$ cat src/rtl/cp0_pkg.sv
// cp0_pkg -- shared definitions for the coprocessor-0 slice.
// Holds CP0 register numbers, exception codes, SR/Cause field positions,
// the exception handler address and helpers that pack SR and Cause into
// their 32-bit read-back layout.
// Optional feature macro: CP0_TIMER_EN (enables Count/Compare, see cp0_timer).
package cp0_pkg;

   // CP0 register numbers as seen by mtc0/mfc0
   localparam logic [4:0] REG_COUNT   = 5'd9;
   localparam logic [4:0] REG_COMPARE = 5'd11;
   localparam logic [4:0] REG_SR      = 5'd12;
   localparam logic [4:0] REG_CAUSE   = 5'd13;
   localparam logic [4:0] REG_EPC     = 5'd14;
   localparam logic [4:0] REG_PRID    = 5'd15;

   // Exception codes written into Cause.ExcCode
   localparam logic [4:0] EXC_INT  = 5'd0;
   localparam logic [4:0] EXC_ADEL = 5'd4;
   localparam logic [4:0] EXC_ADES = 5'd5;
   localparam logic [4:0] EXC_RI   = 5'd10;
   localparam logic [4:0] EXC_OV   = 5'd12;

   // Field positions inside SR and Cause
   localparam int SR_IE        = 0;
   localparam int SR_EXL       = 1;
   localparam int SR_IM_LO     = 10;
   localparam int CAUSE_EXC_LO = 2;
   localparam int CAUSE_IP_LO  = 10;
   localparam int CAUSE_BD     = 31;

   // Where the PC goes when req is raised
   localparam logic [31:0] HANDLER_ADDR = 32'h0000_4180;

   // SR as read by mfc0; unimplemented bits read as zero
   function automatic logic [31:0] pack_sr(input logic [5:0] im, input logic exl,
                                           input logic ie);
      logic [31:0] w;
      w = '0;
      w[SR_IM_LO +: 6] = im;
      w[SR_EXL]        = exl;
      w[SR_IE]         = ie;
      return w;
   endfunction

   // Cause as read by mfc0; unimplemented bits read as zero
   function automatic logic [31:0] pack_cause(input logic bd, input logic [5:0] ip,
                                              input logic [4:0] exc_code);
      logic [31:0] w;
      w = '0;
      w[CAUSE_BD]             = bd;
      w[CAUSE_IP_LO +: 6]     = ip;
      w[CAUSE_EXC_LO +: 5]    = exc_code;
      return w;
   endfunction

endpackage

$ cat src/rtl/cp0_timer.sv
// cp0_timer -- Count/Compare timer for CP0 (only built with CP0_TIMER_EN).
// Ports:
//   clk, reset        clock and asynchronous active-high reset
//   wr_en             mtc0 write that is allowed to commit this cycle
//   addr, wdata       mtc0 register number and data
//   count, compare    current register values (for mfc0)
//   timer_pend        sticky timer interrupt request, cleared by a Compare write
module cp0_timer
   import cp0_pkg::*;
(
   input  logic        clk,
   input  logic        reset,
   input  logic        wr_en,
   input  logic [4:0]  addr,
   input  logic [31:0] wdata,
   output logic [31:0] count,
   output logic [31:0] compare,
   output logic        timer_pend
);

   logic [31:0] count_next;

   // Count free-runs and wraps naturally; an mtc0 to Count replaces the
   // increment for that cycle.
   always_comb begin
      count_next = count + 32'd1;
      if (wr_en && addr == REG_COUNT) begin
         count_next = wdata;
      end
   end

   // The match is taken against the value Count is about to hold, so the
   // pending bit rises on the same edge that Count reaches Compare.
   always_ff @(posedge clk or posedge reset) begin
      if (reset) begin
         count      <= '0;
         compare    <= '0;
         timer_pend <= 1'b0;
      end else begin
         count <= count_next;
         if (wr_en && addr == REG_COMPARE) begin
            compare    <= wdata;
            timer_pend <= 1'b0;
         end else if (compare != 32'd0 && count_next == compare) begin
            timer_pend <= 1'b1;
         end
      end
   end

endmodule

$ cat src/rtl/cp0_unit.sv
// cp0_unit -- MIPS-style coprocessor 0: SR, Cause, EPC, PRId and an
// optional Count/Compare timer (define CP0_TIMER_EN to build it).
// Ports:
//   clk, reset        clock and asynchronous active-high reset
//   exc_m             M-stage exception {valid, ExcCode}
//   pc_m, bd_m        PC of the M-stage instruction and its delay-slot flag
//   hwint             level-sensitive external interrupt lines
//   we, addr, wdata   mtc0 write port
//   eret_m            eret in M, leaves the handler
//   rdata             mfc0 read data, combinational on addr
//   epc_out           current EPC
//   req               take an exception/interrupt now (flush + jump to handler)
module cp0_unit
   import cp0_pkg::*;
#(
   parameter logic [31:0] PRID_VALUE = 32'h4255_4141
) (
   input  logic        clk,
   input  logic        reset,
   input  logic [5:0]  exc_m,
   input  logic [31:0] pc_m,
   input  logic        bd_m,
   input  logic [5:0]  hwint,
   input  logic        we,
   input  logic [4:0]  addr,
   input  logic [31:0] wdata,
   input  logic        eret_m,
   output logic [31:0] rdata,
   output logic [31:0] epc_out,
   output logic        req
);

   logic [5:0]  im;
   logic        exl;
   logic        ie;
   logic        bd;
   logic [5:0]  ip;
   logic [4:0]  exc_code;
   logic [31:0] epc;
   logic [5:0]  ip_eff;
   logic        timer_pend;
   logic        int_req;
   logic        exc_req;

`ifdef CP0_TIMER_EN
   logic [31:0] count;
   logic [31:0] compare;

   // Timer writes obey the same rule as the other registers: a request
   // in the same cycle drops the write.
   cp0_timer u_timer (
      .clk        (clk),
      .reset      (reset),
      .wr_en      (we & ~req),
      .addr       (addr),
      .wdata      (wdata),
      .count      (count),
      .compare    (compare),
      .timer_pend (timer_pend)
   );
`else
   assign timer_pend = 1'b0;
`endif

   // The timer shares interrupt line 5 with the external pin.
   assign ip_eff  = {hwint[5] | timer_pend, hwint[4:0]};
   assign int_req = (|(ip_eff & im)) & ie & ~exl;
   assign exc_req = exc_m[5] & ~exl;
   // Gated by reset so nothing escapes while exc_m is still valid in reset.
   assign req     = (int_req | exc_req) & ~reset;
   assign epc_out = epc;

   // Exception entry has priority over mtc0 and eret; otherwise eret clears
   // EXL and mtc0 updates SR/EPC. IP tracks the pending lines every edge.
   always_ff @(posedge clk or posedge reset) begin
      if (reset) begin
         im       <= '0;
         exl      <= 1'b0;
         ie       <= 1'b0;
         bd       <= 1'b0;
         ip       <= '0;
         exc_code <= '0;
         epc      <= '0;
      end else begin
         ip <= ip_eff;
         if (req) begin
            exl      <= 1'b1;
            bd       <= bd_m;
            epc      <= bd_m ? (pc_m - 32'd4) : pc_m;
            exc_code <= int_req ? EXC_INT : exc_m[4:0];
         end else begin
            if (eret_m) begin
               exl <= 1'b0;
            end
            if (we && addr == REG_SR) begin
               im  <= wdata[SR_IM_LO +: 6];
               exl <= wdata[SR_EXL];
               ie  <= wdata[SR_IE];
            end
            if (we && addr == REG_EPC) begin
               epc <= wdata;
            end
         end
      end
   end

   // mfc0 read mux; unimplemented registers read as zero
   always_comb begin
      rdata = '0;
      case (addr)
         REG_SR:      rdata = pack_sr(im, exl, ie);
         REG_CAUSE:   rdata = pack_cause(bd, ip, exc_code);
         REG_EPC:     rdata = epc;
         REG_PRID:    rdata = PRID_VALUE;
`ifdef CP0_TIMER_EN
         REG_COUNT:   rdata = count;
         REG_COMPARE: rdata = compare;
`endif
         default:     rdata = '0;
      endcase
   end

endmodule

$ cat config.mk
export PLATFORM = sky130hd
export DESIGN_NAME = cp0_unit
export DESIGN_NICKNAME = d
export VERILOG_FILES = /design/src/rtl/cp0_pkg.sv /design/src/rtl/cp0_timer.sv /design/src/rtl/cp0_unit.sv
export SDC_FILE = /design/constraint.sdc
export NUM_CORES = 1
export LEC_CHECK = 0
export BUFFER_PORTS_ARGS = -buffer_cell sky130_fd_sc_hd__buf_2
export CORE_MARGIN = 4
export CORE_UTILIZATION = 48
export DETAILED_ROUTE_END_ITERATION = 6
export PLACE_DENSITY = 0.81
export SLEW_MARGIN = 20
export SYNTH_ARGS = -nofsm -noshare
export SYNTH_HDL_FRONTEND = slang
export SYNTH_HIERARCHICAL = 1
export SYNTH_SLANG_ARGS = --single-unit
$ cat constraint.sdc
create_clock -name clk -period 2 [get_ports clk]
set_input_delay 0.4 -clock clk [delete_from_list [all_inputs] [get_ports clk]]
set_output_delay 0.4 -clock clk [all_outputs]
set_load 0.005 [all_outputs]
==> results.toml <==
[worst_setup_path]
startpoint_type = "input pin"
critPathKind = "in2reg"
critical_path.max_fanout = 6
cp.arrival_ns = 2.31
required_ns = 2.23
critPathCaptureType = "flop"

[global_route]
antenna_found_initial = 0
grt_start_max_net_pins = 40
grt_pass1_wl_mm = 17.56
overflow = 0
grt.busiest_layer = "met2"
use_met3 = 0.04143
grt_pass1_vias = 3726
gr-usage-met1 = 0.3201
grt.total_usage = 0.2525
grt_use_met2 = 0.4367

[clocking]
clkLatencyLatePin_ns = 0.30
ctsRootBufferMaster = "clkbuf_8"
cts_tree = "done"
htreeDepth = 2
cts_buffers = 5
clockBufferDepth = 2
cts.sinks = 52
cts.reportedPaths.clkPinSlew_ns = 0.09

[yosys]
synth_top_area_cell = "dfrtp_1"
synth_top_area_share = 0.3761
ys_ff_latch = 52
ys_types = 42
synth_fp_nets = 462
synth-main-ff-cell = "dfrtp_1"
synth.area.top_cells = "dfrtp_1, mux2i_1, and3_1"
syn_area_sq_um = 3460
yosysSeqAreaShare = 0.3761
synth-async-reset-ratio = 1.000
yosysWarnings = 6
synth_edf_count = 0
avgSynthCellArea_sq_um = 9.226
synthCells = 375

[timing]
period_minus_slack_ns = 2.084
finalWorstSetupSlack_ns = -0.08382
grt_setup_unrepaired = "true"
finalHoldViolations = 0
whs_ns = 0.07500
maxSlewHeadroom = 0.6776
drv_slew = 0
finalCritPeriodShare = 1.042
worst_slew_pin_slew_ns = 0.4836
clock.fmax_ghz = 0.4799
skew_ns = 0.006092
finalSetupViolCount = 7
tns_ns = -0.3698

[power_and_ir_drop]
power.switching_mw = 1.269
p_int_mw = 2.425
p_seq_frac = 0.454
leakage_nw = 2.469
p_clk_frac = 0.167
p_comb_frac = 0.379
swShare = 0.3436
irDropWorstVdd_uv = 364.1
finalPower_mw = 3.694
p_per_area_nw_per_um2 = 756.7

[route]
routed_via_density = 5.868
drt-total-wl_mm = 11.57
dr.pass1.iters = 5
drt_iter0_drc = 275
drcViolationCount = 0
ant_nets = 0
routedWlPerCell_um = 17.58
route.vias.total = 3861

[status]
outcome = "finished, violations left"
violations = "setup timing"

[job]
cap_viol_max_count = 0

[die]
die_h_um = 92.90
core_sq_um = 6907
dieArea_sq_um = 8629
die_w_um = 92.90
ios = 151
fp-row-count = 30
start_util = 0.5009

[placement]
gp_congestion = 0.9038
place_area_sq_um = 4618
hpwl_mm = 8.607
portBuffers = 150

[finish]
area_growth_pct = 41.08
final_core_util = 0.7067
fillCellCount = 587
final_cell_area_sq_um = 4881
nets = 648
antenna_cells = 0
drive_above_1_share = 0.4395

[min_path]
min-delay-path-class = "in2async"
cell families after synthesis:
family,after synthesis,share of synthesized area
and+or+nand+nor,138,0.2268
DFF,52,0.3761
muxes,46,0.1374
xor gates and xnor gates,13,0.03291
buffers and inverters,33,0.03797
adders and majority gates,1,0.003616
AOI/OAI and AO/OA,92,0.1852
worst paths after layout:
| kind | end | start | slack (ns) | depth (start not counted) |
|---|---|---|---|---|
| worst max-delay path | epc_out[30] | pc_m[20] | -0.08 | 5 |
| worst min-delay path | epc_out[30] | reset | 0.07 | 2 |
| worst max register to register | epc_out[20] | im[1] | 0.13 | 6 |
| worst min register to register | exc_code[3] | exc_code[3] | 0.52 | 1 |
| max in group asynchronous | epc_out[9] | reset | 1.41 | 3 |
| min in group clk | ip[1] | hwint[1] | 0.23 | 1 |
state kept, by name (all words and copies together) (netlist names):
signal / count
ie: 1
bd: 1
im: 6
epc_out: 32
exl: 1
ip: 6
exc_code: 5
layout make-up:
type / count / area [sq um] / share of cell area
Timing Repair Buffer: 205 / 1217 / 0.2494
Multi-Input combinational cell: 292 / 2130 / 0.4363
Clock buffer: 7 / 86.33 / 0.01769
Sequential cell: 52 / 1301 / 0.2666
Inverter: 5 / 18.77 / 0.003845
Tap cell: 96 / 120.1 / 0.02461
Clock inverter: 1 / 7.507 / 0.001538
power by group through the flow:
stage / clock network [mW] / logic (mW) / registers (mW)
2_1_floorplan: 0 / 0.695 / 1.64
3_3_place_gp: 0 / 1.31 / 1.68
3_5_place_dp: 0 / 1.35 / 1.68
4_1_cts: 0.632 / 1.36 / 1.67
5_1_grt: 0.669 / 1.54 / 1.72
6_report: 0.616 / 1.40 / 1.68
layer usage:
layer,vias up,share of wire
met2,191,0.50
met3,28,0.076
met5,-,0
li1,1805,-
met4,0,0.024
met1,1837,0.40
layout by cell type (no fill, tap or decap), types with 5 or more instances in the layout:
cell,instances
dfrtp_1,52
a22oi_1,5
or3_1,7
and3_1,27
nand2_1,11
a22o_1,5
buf_4,52
clkbuf_8,6
a31oi_1,14
nor3_1,7
a21oi_1,9
xnor2_1,6
nor4_1,5
or4_1,9
mux2i_1,34
buf_6,5
nor2_1,35
buf_2,146
nand3_1,7
o21ai_0,5
a211oi_1,18
o31ai_1,10
xor2_1,7
or4_4,9
mux2_2,12
a21boi_0,16
cells in the mapped netlist, types with 4 or more instances:
cell type and number:
o21ai_0 5, or4_1 14, clkbuf_1 22, xor2_1 7, nand3_1 7, a22o_1 5, o31ai_1 12, buf_1 5
a22oi_1 8, nor2_1 35, nor3_1 7, mux2_2 12, and3_1 27, mux2i_1 34, a31oi_1 16, inv_1 4
xnor2_1 6, dfrtp_1 52, a211oi_1 18, a21boi_0 16, or3_1 9, a21oi_1 9, nand2_1 12, nor4_1 5
metrics by stage:
stage | instances | setup slack [ns]
floorplan | 375 | -0.2825
global placement | 642 | -0.4619
detailed placement | 642 | -0.5335
CTS | 652 | -0.1145
global route | 658 | -0.1009
finish | 658 | -0.08382
critical path, stage by stage:
cell	delay (ns)
buf_6	0.09
or4_4	0.54
or4_4	0.61
or4_4	0.49
a31oi_1	0.18
timing repair:
action                     CTS  global route
gates cloned                 2             0
setup buffers                0             6
setup endpoints to repair   11            15
gates resized for setup      9            13
pin swaps                   19            20
hold buffers                 0             0
Note: power is estimated with default switching activity, not from simulation.
